## config.mk

```make
export PLATFORM = sky130hd
export DESIGN_NAME = led_pattern_gen_flat
export DESIGN_NICKNAME = d
export VERILOG_FILES = /design/src/rtl/led_pattern_gen_if.sv /design/src/rtl/led_pattern_gen.sv /design/src/flat_wrapper.sv
export SDC_FILE = /design/constraint.sdc
export NUM_CORES = 1
export LEC_CHECK = 0
export ABC_AREA = 0
export CAP_MARGIN = 10
export CORE_MARGIN = 2
export CORE_UTILIZATION = 30
export DETAILED_ROUTE_END_ITERATION = 12
export DONT_BUFFER_PORTS = 1
export PLACE_DENSITY = 0.54
export SYNTH_ARGS = -nofsm -noshare
export SYNTH_HDL_FRONTEND = slang
export SYNTH_SLANG_ARGS = --single-unit
```

## constraint.sdc

```tcl
create_clock -name clk -period 3 [get_ports clk]
set_input_delay 0.75 -clock clk [delete_from_list [all_inputs] [get_ports clk]]
set_output_delay 0.75 -clock clk [all_outputs]
set_load 0.03 [all_outputs]
```

## src/rtl/led_pattern_gen_if.sv

```systemverilog
// Control and observation bundle for led_pattern_gen: upstream pulses and levels in,
// LED pattern, mode, wrap flag and debug state (step, tick counter) out.
interface led_pattern_gen_if #(
   parameter int LED_COUNT = 5,
   parameter int TICK_DIV  = 4
);
   localparam int SW = $clog2(2 * LED_COUNT);
   localparam int TW = $clog2(TICK_DIV);

   // No valid/ready handshake: next_led_re and change_mode_re are single-cycle
   // pulses sampled at every rising edge; auto_en and dir_down are levels.
   logic                 next_led_re;
   logic                 change_mode_re;
   logic                 auto_en;
   logic                 dir_down;
   logic [LED_COUNT-1:0] led;
   logic [1:0]           mode;
   logic                 wrap;
   logic [SW-1:0]        dbg_step;
   logic [TW-1:0]        dbg_tick;

   modport master (
      output next_led_re, change_mode_re, auto_en, dir_down,
      input  led, mode, wrap, dbg_step, dbg_tick
   );

   modport slave (
      input  next_led_re, change_mode_re, auto_en, dir_down,
      output led, mode, wrap, dbg_step, dbg_tick
   );
endinterface

```

## src/rtl/led_pattern_gen.sv

```systemverilog
// LED pattern generator: four modes (single, bar, bounce, blink) stepped by manual
// pulses or a timed auto-advance tick, in either direction, with a wrap pulse.
module led_pattern_gen #(
   parameter int LED_COUNT = 5,
   parameter int TICK_DIV  = 4
) (
   input logic              clk,
   input logic              sync_nreset,
   led_pattern_gen_if.slave bus
);
   localparam int SW = $clog2(2 * LED_COUNT);
   localparam int TW = $clog2(TICK_DIV);

   typedef enum logic [1:0] {
      M_SINGLE = 2'd0,
      M_BAR    = 2'd1,
      M_BOUNCE = 2'd2,
      M_BLINK  = 2'd3
   } mode_t;

   mode_t                r_mode;
   logic [SW-1:0]        r_step;
   logic [TW-1:0]        r_tick;
   logic                 r_wrap;

   logic                 w_tick;
   logic                 w_adv;
   logic [SW-1:0]        w_last;
   logic [SW-1:0]        w_step_nxt;
   logic                 w_wrap_evt;
   logic [LED_COUNT-1:0] w_led;
   int                   w_bar_len;
   int                   w_bounce_pos;

   assign w_tick = bus.auto_en && (r_tick == TW'(TICK_DIV - 1));
   assign w_adv  = bus.next_led_re || w_tick;

   // Highest legal step (period minus one) for the current mode.
   always_comb begin
      w_last = '0;
      case (r_mode)
         M_SINGLE: w_last = SW'(LED_COUNT);
         M_BAR:    w_last = SW'(2 * LED_COUNT - 1);
         M_BOUNCE: w_last = SW'(2 * LED_COUNT - 3);
         M_BLINK:  w_last = SW'(1);
         default:  w_last = '0;
      endcase
   end

   always_comb begin
      w_step_nxt = '0;
      w_wrap_evt = 1'b0;
      if (bus.dir_down) begin
         if (r_step == '0) begin
            w_step_nxt = w_last;
            w_wrap_evt = 1'b1;
         end else begin
            w_step_nxt = r_step - SW'(1);
         end
      end else begin
         if (r_step == w_last) begin
            w_step_nxt = '0;
            w_wrap_evt = 1'b1;
         end else begin
            w_step_nxt = r_step + SW'(1);
         end
      end
   end

   always_ff @(posedge clk) begin
      if (!sync_nreset) begin
         r_mode <= M_SINGLE;
         r_step <= '0;
         r_tick <= '0;
         r_wrap <= 1'b0;
      end else if (bus.change_mode_re) begin
         r_mode <= mode_t'(r_mode + 2'd1);
         r_step <= '0;
         r_tick <= '0;
         r_wrap <= 1'b0;
      end else begin
         if (!bus.auto_en)
            r_tick <= '0;
         else if (w_tick)
            r_tick <= '0;
         else
            r_tick <= r_tick + TW'(1);
         if (w_adv) begin
            r_step <= w_step_nxt;
            r_wrap <= w_wrap_evt;
         end else begin
            r_wrap <= 1'b0;
         end
      end
   end

   // Bar grows to full length then shrinks; bounce walks out and back without
   // repeating the end LEDs.
   assign w_bar_len    = (int'(r_step) <= LED_COUNT) ? int'(r_step) : 2 * LED_COUNT - int'(r_step);
   assign w_bounce_pos = (int'(r_step) <  LED_COUNT) ? int'(r_step) : 2 * LED_COUNT - 2 - int'(r_step);

   always_comb begin
      w_led = '0;
      for (int i = 0; i < LED_COUNT; i++) begin
         case (r_mode)
            M_SINGLE: w_led[i] = (int'(r_step) == i + 1);
            M_BAR:    w_led[i] = (i < w_bar_len);
            M_BOUNCE: w_led[i] = (i == w_bounce_pos);
            M_BLINK:  w_led[i] = (r_step != '0);
            default:  w_led[i] = 1'b0;
         endcase
      end
   end

   assign bus.led      = w_led;
   assign bus.mode     = r_mode;
   assign bus.wrap     = r_wrap;
   assign bus.dbg_step = r_step;
   assign bus.dbg_tick = r_tick;
endmodule
```

## src/flat_wrapper.sv

```systemverilog
// flat-port wrapper written by rule: the top's interface ports become plain ports
module led_pattern_gen_flat 
#(
   parameter int LED_COUNT = 5,
   parameter int TICK_DIV  = 4
)
  (clk, sync_nreset, bus_next_led_re, bus_change_mode_re, bus_auto_en, bus_dir_down, bus_led, bus_mode, bus_wrap, bus_dbg_step, bus_dbg_tick);
  led_pattern_gen_if #(.LED_COUNT(LED_COUNT), .TICK_DIV(TICK_DIV)) bus_i ();
  input logic clk;
  input logic sync_nreset;
  input wire logic [$bits(bus_i.next_led_re)-1:0] bus_next_led_re;
  input wire logic [$bits(bus_i.change_mode_re)-1:0] bus_change_mode_re;
  input wire logic [$bits(bus_i.auto_en)-1:0] bus_auto_en;
  input wire logic [$bits(bus_i.dir_down)-1:0] bus_dir_down;
  output wire logic [$bits(bus_i.led)-1:0] bus_led;
  output wire logic [$bits(bus_i.mode)-1:0] bus_mode;
  output wire logic [$bits(bus_i.wrap)-1:0] bus_wrap;
  output wire logic [$bits(bus_i.dbg_step)-1:0] bus_dbg_step;
  output wire logic [$bits(bus_i.dbg_tick)-1:0] bus_dbg_tick;
  assign bus_i.next_led_re = bus_next_led_re;
  assign bus_i.change_mode_re = bus_change_mode_re;
  assign bus_i.auto_en = bus_auto_en;
  assign bus_i.dir_down = bus_dir_down;
  assign bus_led = bus_i.led;
  assign bus_mode = bus_i.mode;
  assign bus_wrap = bus_i.wrap;
  assign bus_dbg_step = bus_i.dbg_step;
  assign bus_dbg_tick = bus_i.dbg_tick;
  led_pattern_gen #(.LED_COUNT(LED_COUNT), .TICK_DIV(TICK_DIV)) u_core (.clk(clk), .sync_nreset(sync_nreset), .bus(bus_i));
endmodule
```

# Word-level counts from Yosys, hierarchy flattened
# Cells that the tools add are included.
op_classes:
  add_sub_neg: 6
  order_cmp: 7
  n_eq_ne: 14
  muxes: 14
  bitwise: 3
  n_reduce_logical: 9
op_table:
  columns: ["op", "n"]
  rows:
  - ["$eq 3x32->1 const A", 2]
  - ["$lt 3x32->1 const A", 2]
  - ["$mux 32", 2]
  - ["$eq 2x32->1 const A", 1]
  - ["$eq 4x32->1 const A", 1]
  - ["$logic_not 32->1", 1]
  - ["$lt 1x32->1 const A", 1]
  - ["$lt 2x32->1 const A", 1]
  - ["$lt 4x32->1 const A", 1]
  - ["$pmux 1 s4", 5]
  - ["$pmux 4 s4", 1]
  - ["$mux 4", 3]
  - ["$sub 4x4->5 const A", 2]
  - ["$eq 4x3->1 const B", 2]
  - ["$eq 4x4->1 const B", 2]
  - ["$eq 2x2->1 const B", 3]
  - ["$add 2x1->2 const B", 2]
  - ["$add 4x1->4 const B", 1]
  - ["$eq 4x2->1 const B", 1]
  - ["$eq 4x4->1", 1]
  - ["$le 4x3->1 const B", 1]
  - ["$logic_not 4->1", 1]
  - ["$lt 4x3->1 const B", 1]
  - ["$reduce_bool 4->1", 1]
  - ["other kinds (10)", 14]
word_totals:
  reg_bits: 9
  out_inout_bits: 14

# Logic depth before layout (Yosys ltp)
# Gate-level depths: netlist (run 1).
depth:
  ltp_word: 5
  ltp_mapped: 9
  ltp_nobuf: 7

# Least setup slack after synthesis (run 1)
# Ideal clock, no wire load.
synth_path:
  path_kind: "register to output"
  startpoint: "reg u_core.r_step[1] (netlist: u_core.bus.dbg_step[1])"
  endpoint: "out bus_led[1]"
  arrival_time_ns: 2.316
  t_required_ns: 2.250
  setup_slack_ns: -0.066
  path_stages_with_launch: 10
  path_buffers: 2
  cell_sequence: "dfxtp_1 buf_2 inv_1 ha_1 buf_4 a21boi_2 nand3_1 a211oi_1 nor3_1 a22oi_1"
synth_via:
  elab_chain_cells: 4
synth_lines:
  columns: ["element", "line", "source"]
  rows:
  - ["from (decl)", "led_pattern_gen.sv:22", "logic [SW-1:0] r_step;"]
  - ["from (signal assigned)", "led_pattern_gen.sv:89", "r_step <= w_step_nxt;"]
  - ["$sub 4x4->5 (tied with other cells)", "led_pattern_gen.sv:99", "assign w_bar_len = (int'(r_step) <= LED_COUNT) ? int'(r_step) : 2 * LED_COUNT - int'(r_step);"]
  - ["$mux 32 (on tied branches)", "led_pattern_gen.sv:99, led_pattern_gen.sv:100", null]
  - ["$lt 2x32->1 / $eq 2x32->1 (equally long branches)", "led_pattern_gen.sv:107, led_pattern_gen.sv:108", null]
  - ["$pmux 1 s4 (*)", "led_pattern_gen.sv:105", "case (r_mode)"]
  - ["to (decl)", "flat_wrapper.sv:15", "output wire logic [$bits(bus_i.led)-1:0] bus_led;"]
# Every way passes the cells marked *; elsewhere a longest branch is shown, timed or not.

# Worst setup path in the final report (run 1)
layout_path:
  startpoint: "reg u_core.r_step[0] (netlist: u_core.bus.dbg_step[0])"
  endpoint: "out bus_led[2]"
layout_via:
  elab_chain_cells: 4
layout_lines:
  columns: ["element", "line"]
  rows:
  - ["$sub 4x4->5 (tied with other cells)", "led_pattern_gen.sv:99"]
  - ["$mux 32 (on tied branches)", "led_pattern_gen.sv:99, led_pattern_gen.sv:100"]
  - ["$lt 3x32->1 / $eq 3x32->1 (equally long branches)", "led_pattern_gen.sv:107, led_pattern_gen.sv:108"]
  - ["$pmux 1 s4 (*)", "led_pattern_gen.sv:105"]
# Marked as above.

==> results of run 1 <==
==> routing by layer <==
metal | up-vias | share of wire [%] | GRT usage [%]
met5 | - | 0 | 0
met4 | 0 | 0.87 | 3.73
met3 | 3 | 4.5 | 2.77
met2 | 27 | 48 | 25.3
met1 | 468 | 46 | 21.3
li1 | 481 | - | -
==> metrics by stage <==
stage	worst slack, ns	total power [mW]	std cells	hold slack (ns)	util (%)
CTS	0.0785	0.402	179	0.610	35.8
detailed placement	0.250	0.308	175	0.669	34.9
floorplan	0.0185	0.266	127	0.636	-
global placement	0.328	0.305	175	0.657	34.9
global route	0.0106	0.426	179	0.615	36.2
finish	0.163	0.400	179	0.618	36.2
==> cells in the mapped netlist (all sizes together) (3+ instances only) <==
library cell	count	area, µm²
nand3	6	30.0
nor3	7	35.0
a31oi	6	37.5
ha	10	125
a21oi	6	33.8
mux2i	3	30.0
dfxtp	9	180
nor2b	7	43.8
nand2	17	73.8
nor2	6	22.5
o21ai	11	58.8
inv	5	18.8
buf	5	33.8
==> registers in the layout, indices dropped and copies added, names as in the netlist <==
| register | flops |
|---|---|
| u_core.bus.dbg_tick | 2 |
| u_core.bus.mode | 2 |
| u_core.bus.dbg_step | 4 |
| u_core.bus.wrap | 1 |
==> cell type report <==
cell class	count	area (µm²)
fillers	357	1950
clock buffers	4	26.3
well taps	44	55.1
multi-input cells	106	741
inverters	5	18.8
repair buffers	11	82.6
flip-flops and latches	9	181
==> power groups by stage <==
| stage | clock network [mW] | registers (mW) | logic (mW) |
|---|---|---|---|
| finish | 0.0905 | 0.134 | 0.175 |
| global route | 0.101 | 0.135 | 0.190 |
| CTS | 0.0958 | 0.134 | 0.173 |
| detailed placement | 0 | 0.137 | 0.171 |
| global placement | 0 | 0.136 | 0.169 |
| floorplan | 0 | 0.146 | 0.120 |
==> logic make-up after synthesis <==
logic type,share of synthesized area (%)
AO/OA/AOI/OAI,27.9
XOR/XNOR,1.82
adder cells (fa/ha/maj),13.0
buffers and inverters,6.23
flip-flops,18.7
multiplexers,3.12
AND/OR/NAND/NOR,29.2
==> how the worst max path moves through the flow <==
stage | startpoint | to | slack, ns | depth (start not counted)
3_5_place_dp | u_core.bus.dbg_step[0]$_SDFFE_PP0N_ | bus_led[2] | 0.25 | 8
6_report | u_core.bus.dbg_step[0]$_SDFFE_PP0N_ | bus_led[2] | 0.16 | 8
4_1_cts | u_core.bus.dbg_step[0]$_SDFFE_PP0N_ | bus_led[2] | 0.08 | 8
5_1_grt | u_core.bus.dbg_step[0]$_SDFFE_PP0N_ | bus_led[0] | 0.01 | 8
3_3_place_gp | u_core.bus.dbg_step[0]$_SDFFE_PP0N_ | bus_led[2] | 0.33 | 8
2_1_floorplan | u_core.bus.dbg_step[1]$_SDFFE_PP0N_ | bus_led[3] | 0.02 | 8
==> repair_timing <==
action,4_1_cts,5_1_grt
resized for setup,1,3
hold buffers,0,0
setup endpoints to repair,3,4
==> summary.txt, run 1 <==
Run status
  • Status: finished, final reports clean

Worst hold path
  • Hold worst-path end: u_core.bus.mode[0]$_SDFFE_PN0P_
  • HP Start: sync_nreset
  • Worst Hold Class: input pin to flop
  • Worst hold stages: 1

Global routing
  • Largest net degree at the start of global routing: 17
  • Tot GR Track Use: between 10% and 20%
  • First-pass GRT wire length: roughly 4300 µm
  • Vias in the first global route: ~940
  • GRT overflow: 0
  • Antenna violations before repair: 0

Logic synthesis
  • Yosys reg bits: 9
  • Synth async-reset ratio: 0%
  • Mapped Avg Cell Area: around 7.6 µm²
  • Cell Area, Synth: between 900 and 1000 µm²
  • Number of synthesized flops with an enable pin: 0
  • Post-Syn Instances: 127
  • Cell variety after synth: 43
  • YS warnings: 0
  • Commonest register cell after synthesis: dfxtp_1
  • Post-synthesis sequential area ratio: around a fifth
  • Post-Syn Nets: between 100 and 150

Setup path
  • Crit-path cells: inv_1 -> ha_4 -> or3b_4 -> nand2_4 -> nand2_2 -> o21ai_2 -> a32oi_1 -> buf_4
  • Register-to-register setup slack: slightly below 1 ns
  • Slowest CP cell: or3b_4
  • CP top delay family: simple AND/OR/NAND/NOR gates
  • Crit-path max FO: 13
  • CP bufs+invs: 2
  • R2R depth: 8
  • Worst setup EP type: primary output
  • Worst reg2reg path startpoint: u_core.bus.mode[1]$_SDFFE_PN0P_
  • FF-to-FF End: u_core.bus.dbg_step[2]$_SDFFE_PP0N_
  • CP Class: flop to primary output
  • CP max stage delay: roughly 0.43 ns
  • Worst EP required: roughly 2.3 ns
  • Critical path launch point type: flop
  • WP data arrival: roughly 2.1 ns

Floorplanning
  • IO Pins: 20
  • Rows: 20
  • Starting Density: 31.6%
  • Core area: a little over 3000 µm²
  • Die Height: just over 60 µm
  • Die width: around 61 µm
  • Total die area: around 3700 µm²

STA
  • Final min period: 2.84 ns
  • Maximum clock rate: around 350 MHz
  • Final TNS setup: 0 ns
  • Slew Viols, Final: 0
  • RSZ-0062 raised after global routing: no
  • Measured slew at the worst slew-check pin: 0.483 ns
  • Clock Skews: 0.000908 ns
  • Setup-failing EPs final: 0
  • Fin crit share: approximately 95%
  • Hold Fails Final Rpt: 0
  • Relative max-transition margin: about 68%

Clock tree
  • Num CTS Buffers: 3
  • Post-CTS setup buffers: 0
  • Number of clock sinks: 9
  • CTS H-tree depth: 1
  • CTS tree: yes
  • CTS clk-pin slew, worst paths: approximately 0.060 ns
  • Max clock buf depth: 2
  • Root Driver: clkbuf_4
  • Clk_lat worst skew: 0.25 ns

Pwr
  • Reg power frac: between 30% and 40%
  • Clock Power Share: 22.7%
  • VDD IR max: between 0.2 and 0.25 mV
  • Sw Ratio: around two fifths
  • Internal: 0.244 mW
  • NetSw: between 0.15 and 0.2 mW
  • P_leak: 0.448 nW
  • Pwr Density: 362 nW/µm²
  • Logic gate share of total power: between 40% and 50%

Placed design
  • Post-place instance area: roughly 1100 µm²
  • RePlAce Congestion: 0.859
  • Hpwl dp: about 2000 µm
  • Number of port buffers: 0

Final layout
  • # diodes: 0
  • Most frequent cells in the layout: nand2_1, buf_4, ha_1
  • Post-Layout Inst Area: approximately 1100 µm²
  • Nets: about 150
  • Leading cell type in the layout, fill and taps excluded: nand2_1
  • Layout cells sized above 1: between 10% and 20%
  • P&R area growth vs syn: 14.7%

Detailed routing
  • Vias per cell: between 5 and 6
  • Iteration-0 DRC Markers: 42
  • Final WL: between 2000 and 3000 µm
  • Antenna-violating nets left: 0
  • Pre-Repair DR Iteration Count: 4
  • # DRC: 0
  • WL/cell: roughly 15 µm
  • Routed vias: between 900 and 1,000

Run
  • Max_cap viols: 0
No activity file was read; power rests on OpenSTA's default activity.
==> run 2, diff against run 1 <==
Settings changed: CORE_UTILIZATION 30 to 60, CTS_BUF_LIST set to sky130_fd_sc_hd__clkbuf_4 sky130_fd_sc_hd__clkbuf_8, PLACE_DENSITY 0.54 to 0.86.
==> run 2 against run 1 <==
Worst hold slack worse by 0.012 ns. Power up 3.1%. Sequential share of layout area up 0.15 points. First-iteration DRC count up 19%. Critical path type unchanged. Highest routed layer unchanged.
==> summary.txt, run 2 (synthesis results as in run 1) <==
Setup path
  • CP Class: flop to primary output
  • R2R depth: 8
  • Critical path launch point type: flop
  • Worst EP required: 2.25 ns
  • Register-to-register setup slack: between 1 and 1.5 ns
  • Worst setup EP type: primary output
  • Crit-path max FO: 11
  • WP data arrival: around 2.1 ns

Final layout
  • Leading cell type in the layout, fill and taps excluded: nand2_1
  • Area of the multi-input gates: 741 µm²
  • Util after Layout: between 70 and 80%
  • Reg area: ~180 µm²
  • Post-Layout Cell Count: around 150
  • Fillers: between 100 and 150
  • Nets: around 150
  • P&R area growth vs syn: 12.9%
  • Max reg flops: 4
  • Layout cells sized above 1: around 20%
  • # diodes: 0
  • Most frequent cells in the layout: nand2_1, buf_4, ha_1, dfxtp_1

STA
  • Relative max-transition margin: just under 70%
  • Measured slew at the worst slew-check pin: 0.464 ns
  • Setup-failing EPs final: 0
  • Slew Viols, Final: 0
  • Maximum clock rate: between 300 and 400 MHz
  • Hold Fails Final Rpt: 0
  • RSZ-0062 raised after global routing: no
  • Final TNS setup: 0 ns
  • Clock Skews: approximately 0.0037 ns
  • Final min period: around 2.9 ns
  • Fin crit share: between 90% and 100%

Floorplanning
  • Rows: 14
  • Total die area: 1940 µm²
  • Starting Density: between 60% and 70%
  • Die width: about 44 µm
  • Die Height: 44.1 µm
  • Core area: between 1500 and 2000 µm²
  • IO Pins: 20

Clock tree
  • CTS tree: yes
  • Root Driver: clkbuf_4
  • CTS clk-pin slew, worst paths: around 0.060 ns
  • Number of clock sinks: 9
  • Clk_lat worst skew: around 0.27 ns
  • Post-CTS setup buffers: 0
  • CTS H-tree depth: 1
  • Num CTS Buffers: 3
  • Max clock buf depth: 2
  • Hold Buf Count CTS: 0

Pwr
  • Internal: approximately 0.25 mW
  • Logic gate share of total power: about 42%
  • NetSw: between 0.15 and 0.2 mW
  • Reg power frac: roughly 32%
  • Clock Power Share: 25.2%
  • Sw Ratio: 38.3%
  • P_leak: around 0.46 nW
  • VDD IR max: roughly 0.48 mV
  • Pwr Density: around 380 nW/µm²

Detailed routing
  • WL/cell: ~16 µm
  • Highest routing layer actually used: met4
  • Antenna-violating nets left: 0
  • Final WL: between 2000 and 2500 µm
  • Metal2 WL: 1160 µm
  • Routed vias: about 1,000
  • # DRC: 0
  • Met1 WL: roughly 1000 µm
  • Pre-Repair DR Iteration Count: 4
  • Iteration-0 DRC Markers: 50
  • Routed wl met3: 237 µm
  • Vias per cell: 6.54

Global routing
  • Largest net degree at the start of global routing: 14
  • Tot GR Track Use: between 20% and 30%
  • First-pass GRT wire length: ~4000 µm
  • Vias in the first global route: 915
  • GRT overflow: 0
  • Antenna violations before repair: 0

Placed design
  • Hpwl dp: between 1500 and 2000 µm
  • # placed instances: roughly 150
  • RePlAce Congestion: around 1
  • Number of port buffers: 0

Worst hold path
  • Worst Hold Class: input pin to flop
  • Worst hold stages: 1

Run
  • Max_cap viols: 0

Run status
  • Status: finished, final reports clean
==> run 2: final cells by class <==
| type | count | share of cell area [%] |
|---|---|---|
| multi-input cells | 106 | 68.1 |
| repair buffers | 13 | 8.98 |
| clock buffers | 4 | 2.76 |
| well taps | 16 | 1.84 |
| inverters | 5 | 1.73 |
| flip-flops and latches | 9 | 16.6 |
==> run 2: through the flow <==
stage	hold WS, ns	cell area (µm²)	power (mW)	setup slack [ns]
global placement	0.661	1040	0.302	0.357
global route	0.596	1090	0.434	0.0533
CTS	0.600	1080	0.411	0.108
finish	0.606	1090	0.412	0.134
floorplan	0.636	968	0.266	0.0185
detailed placement	0.674	1040	0.307	0.296
==> run 2: worst paths after layout <==
path / startpoint / end
worst max-delay path: u_core.bus.dbg_step[1]$_SDFFE_PP0N_ / bus_led[1]
worst min-delay path: sync_nreset / u_core.bus.mode[0]$_SDFFE_PN0P_
worst max register to register: u_core.bus.mode[1]$_SDFFE_PN0P_ / u_core.bus.dbg_step[2]$_SDFFE_PP0N_
worst min register to register: u_core.bus.dbg_tick[0]$_SDFF_PP0_ / u_core.bus.dbg_tick[0]$_SDFF_PP0_
==> run 2: worst max-delay path, cell delays in order (launching register included) <==
cell and delay (ns):
dfxtp_1 0.31, buf_4 0.20, ha_1 0.29, o21ai_1 0.20
nand2_1 0.14, nor3_1 0.29, nor3_1 0.10, a22oi_2 0.14
buf_4 0.18
==> run 2: timing repair <==
action | in CTS | in global routing
endpoints found under the hold margin | 0 | 0
gates resized for setup | 1 | 2
pin swaps | 0 | 0
cloned | 0 | 0
endpoints found under the setup margin | 1 | 4
==> run 2: power by group through the flow <==
| stage | Sequential, mW | Combinational (mW) | Clock (mW) |
|---|---|---|---|
| 2_1_floorplan | 0.146 | 0.120 | 0 |
| 3_3_place_gp | 0.135 | 0.167 | 0 |
| 3_5_place_dp | 0.136 | 0.171 | 0 |
| 4_1_cts | 0.133 | 0.172 | 0.106 |
| 5_1_grt | 0.134 | 0.188 | 0.112 |
| 6_report | 0.133 | 0.175 | 0.104 |
==> run 2: per-layer routing <==
metal,up-vias,track usage [%]
li1,481,-
met1,452,34.6
met2,60,44.4
met3,7,10.2
met4,0,7.27
met5,-,0
